## config.mk

```make
export PLATFORM = sky130hd
export DESIGN_NAME = rblwe_dec_ctrl
export DESIGN_NICKNAME = d
export VERILOG_FILES = /design/src/rtl/rblwe_pkg.sv /design/src/rtl/rblwe_delay_line.sv /design/src/rtl/rblwe_dec_ctrl.sv
export SDC_FILE = /design/constraint.sdc
export NUM_CORES = 1
export LEC_CHECK = 0
export CORE_MARGIN = 4
export CORE_UTILIZATION = 42
export CTS_CLUSTER_SIZE = 25
export DETAILED_ROUTE_END_ITERATION = 12
export HOLD_SLACK_MARGIN = 0.1
export PLACE_DENSITY = 0.71
export SLEW_MARGIN = 25
export SYNTH_ARGS = -nofsm -noshare
export SYNTH_HDL_FRONTEND = slang
export SYNTH_SLANG_ARGS = --single-unit
```

## constraint.sdc

```tcl
create_clock -name clk -period 5.9 [get_ports clk]
set_input_delay 0.885 -clock clk [delete_from_list [all_inputs] [get_ports clk]]
set_output_delay 0.885 -clock clk [all_outputs]
set_load 0.01 [all_outputs]
```

## src/rtl/rblwe_pkg.sv

```systemverilog
// Shared constants and state encoding for the RBLWE decryption controller.
package rblwe_pkg;

    localparam int RBLWE_N       = 256;
    localparam int RBLWE_LOGN    = 8;
    localparam int RBLWE_OUT_LAT = 2;

    localparam logic [2:0] ST_IDLE  = 3'd0;
    localparam logic [2:0] ST_INIT  = 3'd1;
    localparam logic [2:0] ST_FETCH = 3'd2;
    localparam logic [2:0] ST_TEST  = 3'd3;
    localparam logic [2:0] ST_ROW   = 3'd4;
    localparam logic [2:0] ST_OUT   = 3'd5;
    localparam logic [2:0] ST_DRAIN = 3'd6;
    localparam logic [2:0] ST_DONE  = 3'd7;

    // Start edge to done pulse with every r2 bit set: INIT, N x (FETCH+TEST+ROW), OUT, DRAIN, DONE.
    localparam int RUN_CYCLES_MAX = RBLWE_N + RBLWE_N * (RBLWE_N + 2) + RBLWE_N + RBLWE_OUT_LAT + 1;

endpackage

```

## src/rtl/rblwe_delay_line.sv

```systemverilog
// Fixed-depth shift register with synchronous reset; DEPTH must be at least 1.
module rblwe_delay_line
    import rblwe_pkg::*;
#(
    parameter int WIDTH = 1,
    parameter int DEPTH = RBLWE_OUT_LAT
) (
    input  logic             clk,
    input  logic             reset,
    input  logic [WIDTH-1:0] d_i,
    output logic [WIDTH-1:0] q_o
);

    logic [WIDTH-1:0] pipe_q [DEPTH];

    // NOTE: every stage is reset (this is a handful of flops, not a RAM) so an aborted run leaves no stale bits in flight.
    always_ff @(posedge clk) begin
        if (reset) begin
            for (int s = 0; s < DEPTH; s++) pipe_q[s] <= '0;
        end else begin
            pipe_q[0] <= d_i;
            for (int s = 1; s < DEPTH; s++) pipe_q[s] <= pipe_q[s-1];
        end
    end

    assign q_o = pipe_q[DEPTH-1];

endmodule

```

## src/rtl/rblwe_dec_ctrl.sv

```systemverilog
// Sequencer for RBLWE decryption: load addressing, acc init from c2, negacyclic
// schoolbook multiply with zero-row skipping on binary r2, then serial decode.
module rblwe_dec_ctrl
    import rblwe_pkg::*;
#(
    parameter int N       = RBLWE_N,
    parameter int LOGN    = RBLWE_LOGN,
    parameter int OUT_LAT = RBLWE_OUT_LAT
) (
    input  logic            clk,
    input  logic            reset,
    input  logic            load,
    input  logic            start,
    input  logic            r2_bit,
    output logic            mem_wr_en,
    output logic [LOGN-1:0] mem_wr_addr,
    output logic [LOGN-1:0] r2_rd_addr,
    output logic [LOGN-1:0] c1_rd_addr,
    output logic [LOGN-1:0] acc_addr,
    output logic            acc_init_en,
    output logic            mac_en,
    output logic            mac_neg,
    output logic            dec_en,
    output logic            valid,
    output logic            busy,
    output logic            done
);

    logic [2:0]      state_q, state_d;
    logic [LOGN-1:0] load_cnt_q, load_cnt_d;
    logic [LOGN-1:0] i_q, i_d;
    logic [LOGN-1:0] k_q, k_d;
    logic            start_d1_q;

    logic last_k, last_i, drain_last, start_edge;

    assign last_k     = (k_q == LOGN'(N - 1));
    assign last_i     = (i_q == LOGN'(N - 1));
    assign drain_last = (k_q == LOGN'(OUT_LAT - 1));
    assign start_edge = start & ~start_d1_q & ~load & (state_q == ST_IDLE);

    // NOTE: every variable gets a default before the case so no path leaves it unassigned (no latch).
    always_comb begin
        state_d    = state_q;
        load_cnt_d = load_cnt_q;
        i_d        = i_q;
        k_d        = k_q;
        case (state_q)
            ST_IDLE: begin
                if (start_edge) begin
                    state_d    = ST_INIT;
                    load_cnt_d = '0;
                    i_d        = '0;
                    k_d        = '0;
                end else if (load) begin
                    load_cnt_d = load_cnt_q + 1'b1;
                end
            end
            ST_INIT: begin
                k_d = last_k ? '0 : k_q + 1'b1;
                if (last_k) state_d = ST_FETCH;
            end
            ST_FETCH: state_d = ST_TEST;
            ST_TEST: begin
                if (r2_bit) begin
                    state_d = ST_ROW;
                end else if (last_i) begin
                    state_d = ST_OUT;
                end else begin
                    i_d     = i_q + 1'b1;
                    state_d = ST_FETCH;
                end
            end
            ST_ROW: begin
                k_d = last_k ? '0 : k_q + 1'b1;
                if (last_k) begin
                    if (last_i) begin
                        state_d = ST_OUT;
                    end else begin
                        i_d     = i_q + 1'b1;
                        state_d = ST_FETCH;
                    end
                end
            end
            ST_OUT: begin
                k_d = last_k ? '0 : k_q + 1'b1;
                if (last_k) state_d = ST_DRAIN;
            end
            // k doubles as the drain counter; OUT_LAT never exceeds N.
            ST_DRAIN: begin
                k_d = drain_last ? '0 : k_q + 1'b1;
                if (drain_last) state_d = ST_DONE;
            end
            ST_DONE: begin
                state_d = ST_IDLE;
                i_d     = '0;
                k_d     = '0;
            end
            default: state_d = ST_IDLE;
        endcase
    end

    // NOTE: non-blocking assignments so every register samples pre-edge values.
    always_ff @(posedge clk) begin
        if (reset) begin
            state_q    <= ST_IDLE;
            load_cnt_q <= '0;
            i_q        <= '0;
            k_q        <= '0;
            start_d1_q <= 1'b0;
        end else begin
            state_q    <= state_d;
            load_cnt_q <= load_cnt_d;
            i_q        <= i_d;
            k_q        <= k_d;
            start_d1_q <= start;
        end
    end

    assign mem_wr_en   = load & ~reset & (state_q == ST_IDLE);
    assign mem_wr_addr = load_cnt_q;
    assign r2_rd_addr  = i_q;
    assign c1_rd_addr  = k_q - i_q;
    assign acc_addr    = k_q;
    assign acc_init_en = (state_q == ST_INIT);
    assign mac_en      = (state_q == ST_ROW);
    assign mac_neg     = mac_en & (k_q < i_q);
    assign dec_en      = (state_q == ST_OUT);
    assign busy        = (state_q != ST_IDLE);
    assign done        = (state_q == ST_DONE);

    rblwe_delay_line #(
        .WIDTH (1),
        .DEPTH (OUT_LAT)
    ) u_valid_dly (
        .clk   (clk),
        .reset (reset),
        .d_i   (dec_en),
        .q_o   (valid)
    );

endmodule

```

==> metrics.md <==
| Metric | Value |
|---|---|
| Outcome | finished, final reports clean |
| Worst slew pin tran | 0.544 ns |
| Post-Synthesis Cells | 251 |
| Routability Congestion | 0.802 |
| Maximum VDD drop | 200 µV |
| Worst path cell trace | inv_1, ha_1, fa_1, nand2b_1, a21boi_0, o21a_1, o21ai_0, a32oi_1, clkdlybuf4s50_1 |
| Total of max-cap violations | 0 |
| Core box area | 4440 µm² |
| Reg2Reg Setup Slack | 3.60 ns |
| RSZ-0062 raised after global routing | no |
| First-pass GRT wire length | 8480 µm |
| Crit path max-delay family | compound AO/OA/AOI/OAI gates |
| Arrival time worst endpoint | 2.80 ns |
| Footprint of the multi-input gates | 1260 µm² |
| Drt pass-1 iters | 4 |
| Fin cells | 347 |
| Diode count | 0 |
| Number of port buffers | 44 |
| Die height | 76.5 µm |
| XOR/XNOR Fraction of Synth Area | 3.56% |
| Slowest-stage cell, CP | clkdlybuf4s50_1 |
| Timing-limited maximum frequency | 271 MHz |
| Post-synthesis mux area share | 1.08% |
| Initial Util | 44.3% |
| CP Max Fanout | 5 |
| All-Layer GR Usage | 17.3% |
| Pre-CTS WS | 2.52 ns |
| # setup viols final | 0 |
| # IOs | 45 |
| Largest family of logic cells by synthesized area | simple AND/OR/NAND/NOR gates |
| Syn_nets | 269 |
| Final Critical Period | 3.68 ns |
| Critical path buffers and inverters | 2 |
| Synth Flop Type | dfxtp_1 |
| Synth async-reset ratio | 0% |
| Slowest stage delay, CP | 0.56 ns |
| Rows | 24 |
| Routed vias | 1954 |
| Final WL | 4910 µm |
| Clock sinks | 30 |
| Number of synthesized flops with an enable pin | 0 |
| CP Capture Type | output pin |
| Die ar. | 5850 µm² |
| Layout fillers | 422 |
| Fin. max-slew vios | 0 |
| Setup CP Type | register to output pin |
| Relative slew slack | 63.7% |
| Clock slew at reported path FFs | 0.07 ns |
| Adder-Cell Fraction of Synth Area | 8.65% |
| Num CTS Buffers | 5 |
| Post-CTS Hold Buffers | 0 |
| Most frequent cells in the layout | clkdlybuf4s50_1, dfxtp_1, nor2_1, nand2_1 |
| Setup TNS | 0 ns |
| Setup WS post-layout | 2.22 ns |
| Vias in the first global route | 1813 |
| Worst Path Required | 5.02 ns |
| Final period util | 62.4% |
| Post-synthesis cell type count | 52 |
| YS warnings | 0 |
| Routed Antenna Nets | 0 |
| Clock Skew | 0.00505 ns |
| Largest net degree at the start of global routing | 24 |
| Drt via density | 5.63 |
| Leakage | 0.954 nW |
| Gr ovfl total | 0 |
| Post-synthesis simple-gate area fraction | 29.2% |
| Final nets | 312 |
| Pwr Total | 0.000758 W |
| PostCTS Resize Cnt | 0 |
| Buffer count from post-CTS setup fixing | 0 |
| Skew-Pair Late Insertion Delay | 0.28 ns |
| H-tree Lvls | 2 |
| DRT iter0 DRCs | 109 |
| CP Launch Type | register |
| Layout cell share with drive strength beyond 1 | 7.80% |
| Hold crit path type | register to register |
| Root buffer cell | clkbuf_8 |
| Synth Area in Compound Gates | 21.4% |
| CTS tree | yes |
| Sequential Area | 601 µm² |
| Mapped cell area | 1970 µm² |
| Most common cell after layout, fill and taps aside | clkdlybuf4s50_1 |
| # DRC | 0 |
| Pwr/cell area | 293 nW/µm² |
| Sequential area share after synthesis | 30.5% |
| Fin. Hold Viols | 0 |
| Initial antenna violation count | 0 |
| Avg Synthesized Cell Area | 7.84 µm² |
| Seq cells post-synth | 30 |
| DP Cell Count | 339 |
| HPWL Detailed | 3680 µm |
| Clk buf depth | 2 |
| Final core occ | 58.1% |
| Syn-to-layout area delta | 31.3% |
| Average wire per standard cell | 14.2 µm |
| Die X | 76.5 µm |
[synth_stat cells, drive strengths merged, types with 6 or more instances]
| master | number | area [µm²] |
|---|---|---|
| inv | 19 | 71.3 |
| or2 | 6 | 37.5 |
| nand3 | 10 | 50.1 |
| nor3 | 8 | 56.3 |
| ha | 12 | 150 |
| o21ai | 15 | 78.8 |
| a21oi | 19 | 95.1 |
| nand4 | 7 | 43.8 |
| nand2 | 20 | 75.1 |
| or3 | 6 | 37.5 |
| dfxtp | 30 | 601 |
| nor2 | 24 | 90.1 |
[cell type report]
cell class              instances  share of cell area [%]
clock buffers                   6                    3.20
clock inverters                 2                    2.32
inverters                      19                    2.76
multi-input cells             193                    48.6
flip-flops and latches         30                    23.2
well taps                      52                    2.52
repair buffers                 45                    17.3
[logic make-up after synthesis]
logic type                 after synthesis
DFF                                     30
adders and majority gates               13
xor gates and xnor gates                 8
muxes                                    2
and+or+nand+nor                        106
AOI/OAI and AO/OA                       64
buffers and inverters                   28
[power by group]
group          switching [W]  internal (W)  leakage (nW)
clock              0.0000815      0.000180        0.0714
combinational       0.000135      0.000108         0.640
sequential         0.0000346      0.000218         0.243
total               0.000251      0.000507         0.954
[layer usage]
layer,routed length (µm),track usage (%)
met4,36,4.35
met3,228,3.90
met2,2310,27.4
met1,2340,23.8
met5,0,0
[worst paths after layout]
| path | depth (start not counted) | startpoint | to |
|---|---|---|---|
| min | 1 | u_valid_dly.pipe_q[0][0] | u_valid_dly.pipe_q[0][1] |
| min reg2reg | 1 | u_valid_dly.pipe_q[0][0] | u_valid_dly.pipe_q[0][1] |
| max | 9 | acc_addr[0] | c1_rd_addr[6] |
| max reg2reg | 7 | acc_addr[1] | state_q[2] |
[sequential cells by signal, summed over array words and instances, names as in the netlist]
name / cells
acc_addr: 8
mem_wr_addr: 8
r2_rd_addr: 8
start_d1_q: 1
state_q: 3
u_valid_dly.pipe_q: 2
[worst register-to-register path: stages, from the launching register on]
cell       delay (ns)
dfxtp_1          0.36
inv_1            0.12
ha_1             0.14
or4b_1           0.47
o2111ai_2        0.29
o21ai_2          0.23
or4b_1           0.51
a21oi_1          0.12
[through the flow]
stage | cell area [µm²] | hold slack (ns)
after global routing | 2580 | 0.472
after detailed placement | 2440 | 0.440
after floorplan | 1970 | 0.414
after global placement | 2440 | 0.424
final | 2580 | 0.450
after CTS | 2580 | 0.457
Power figures use the tool's default switching activity.
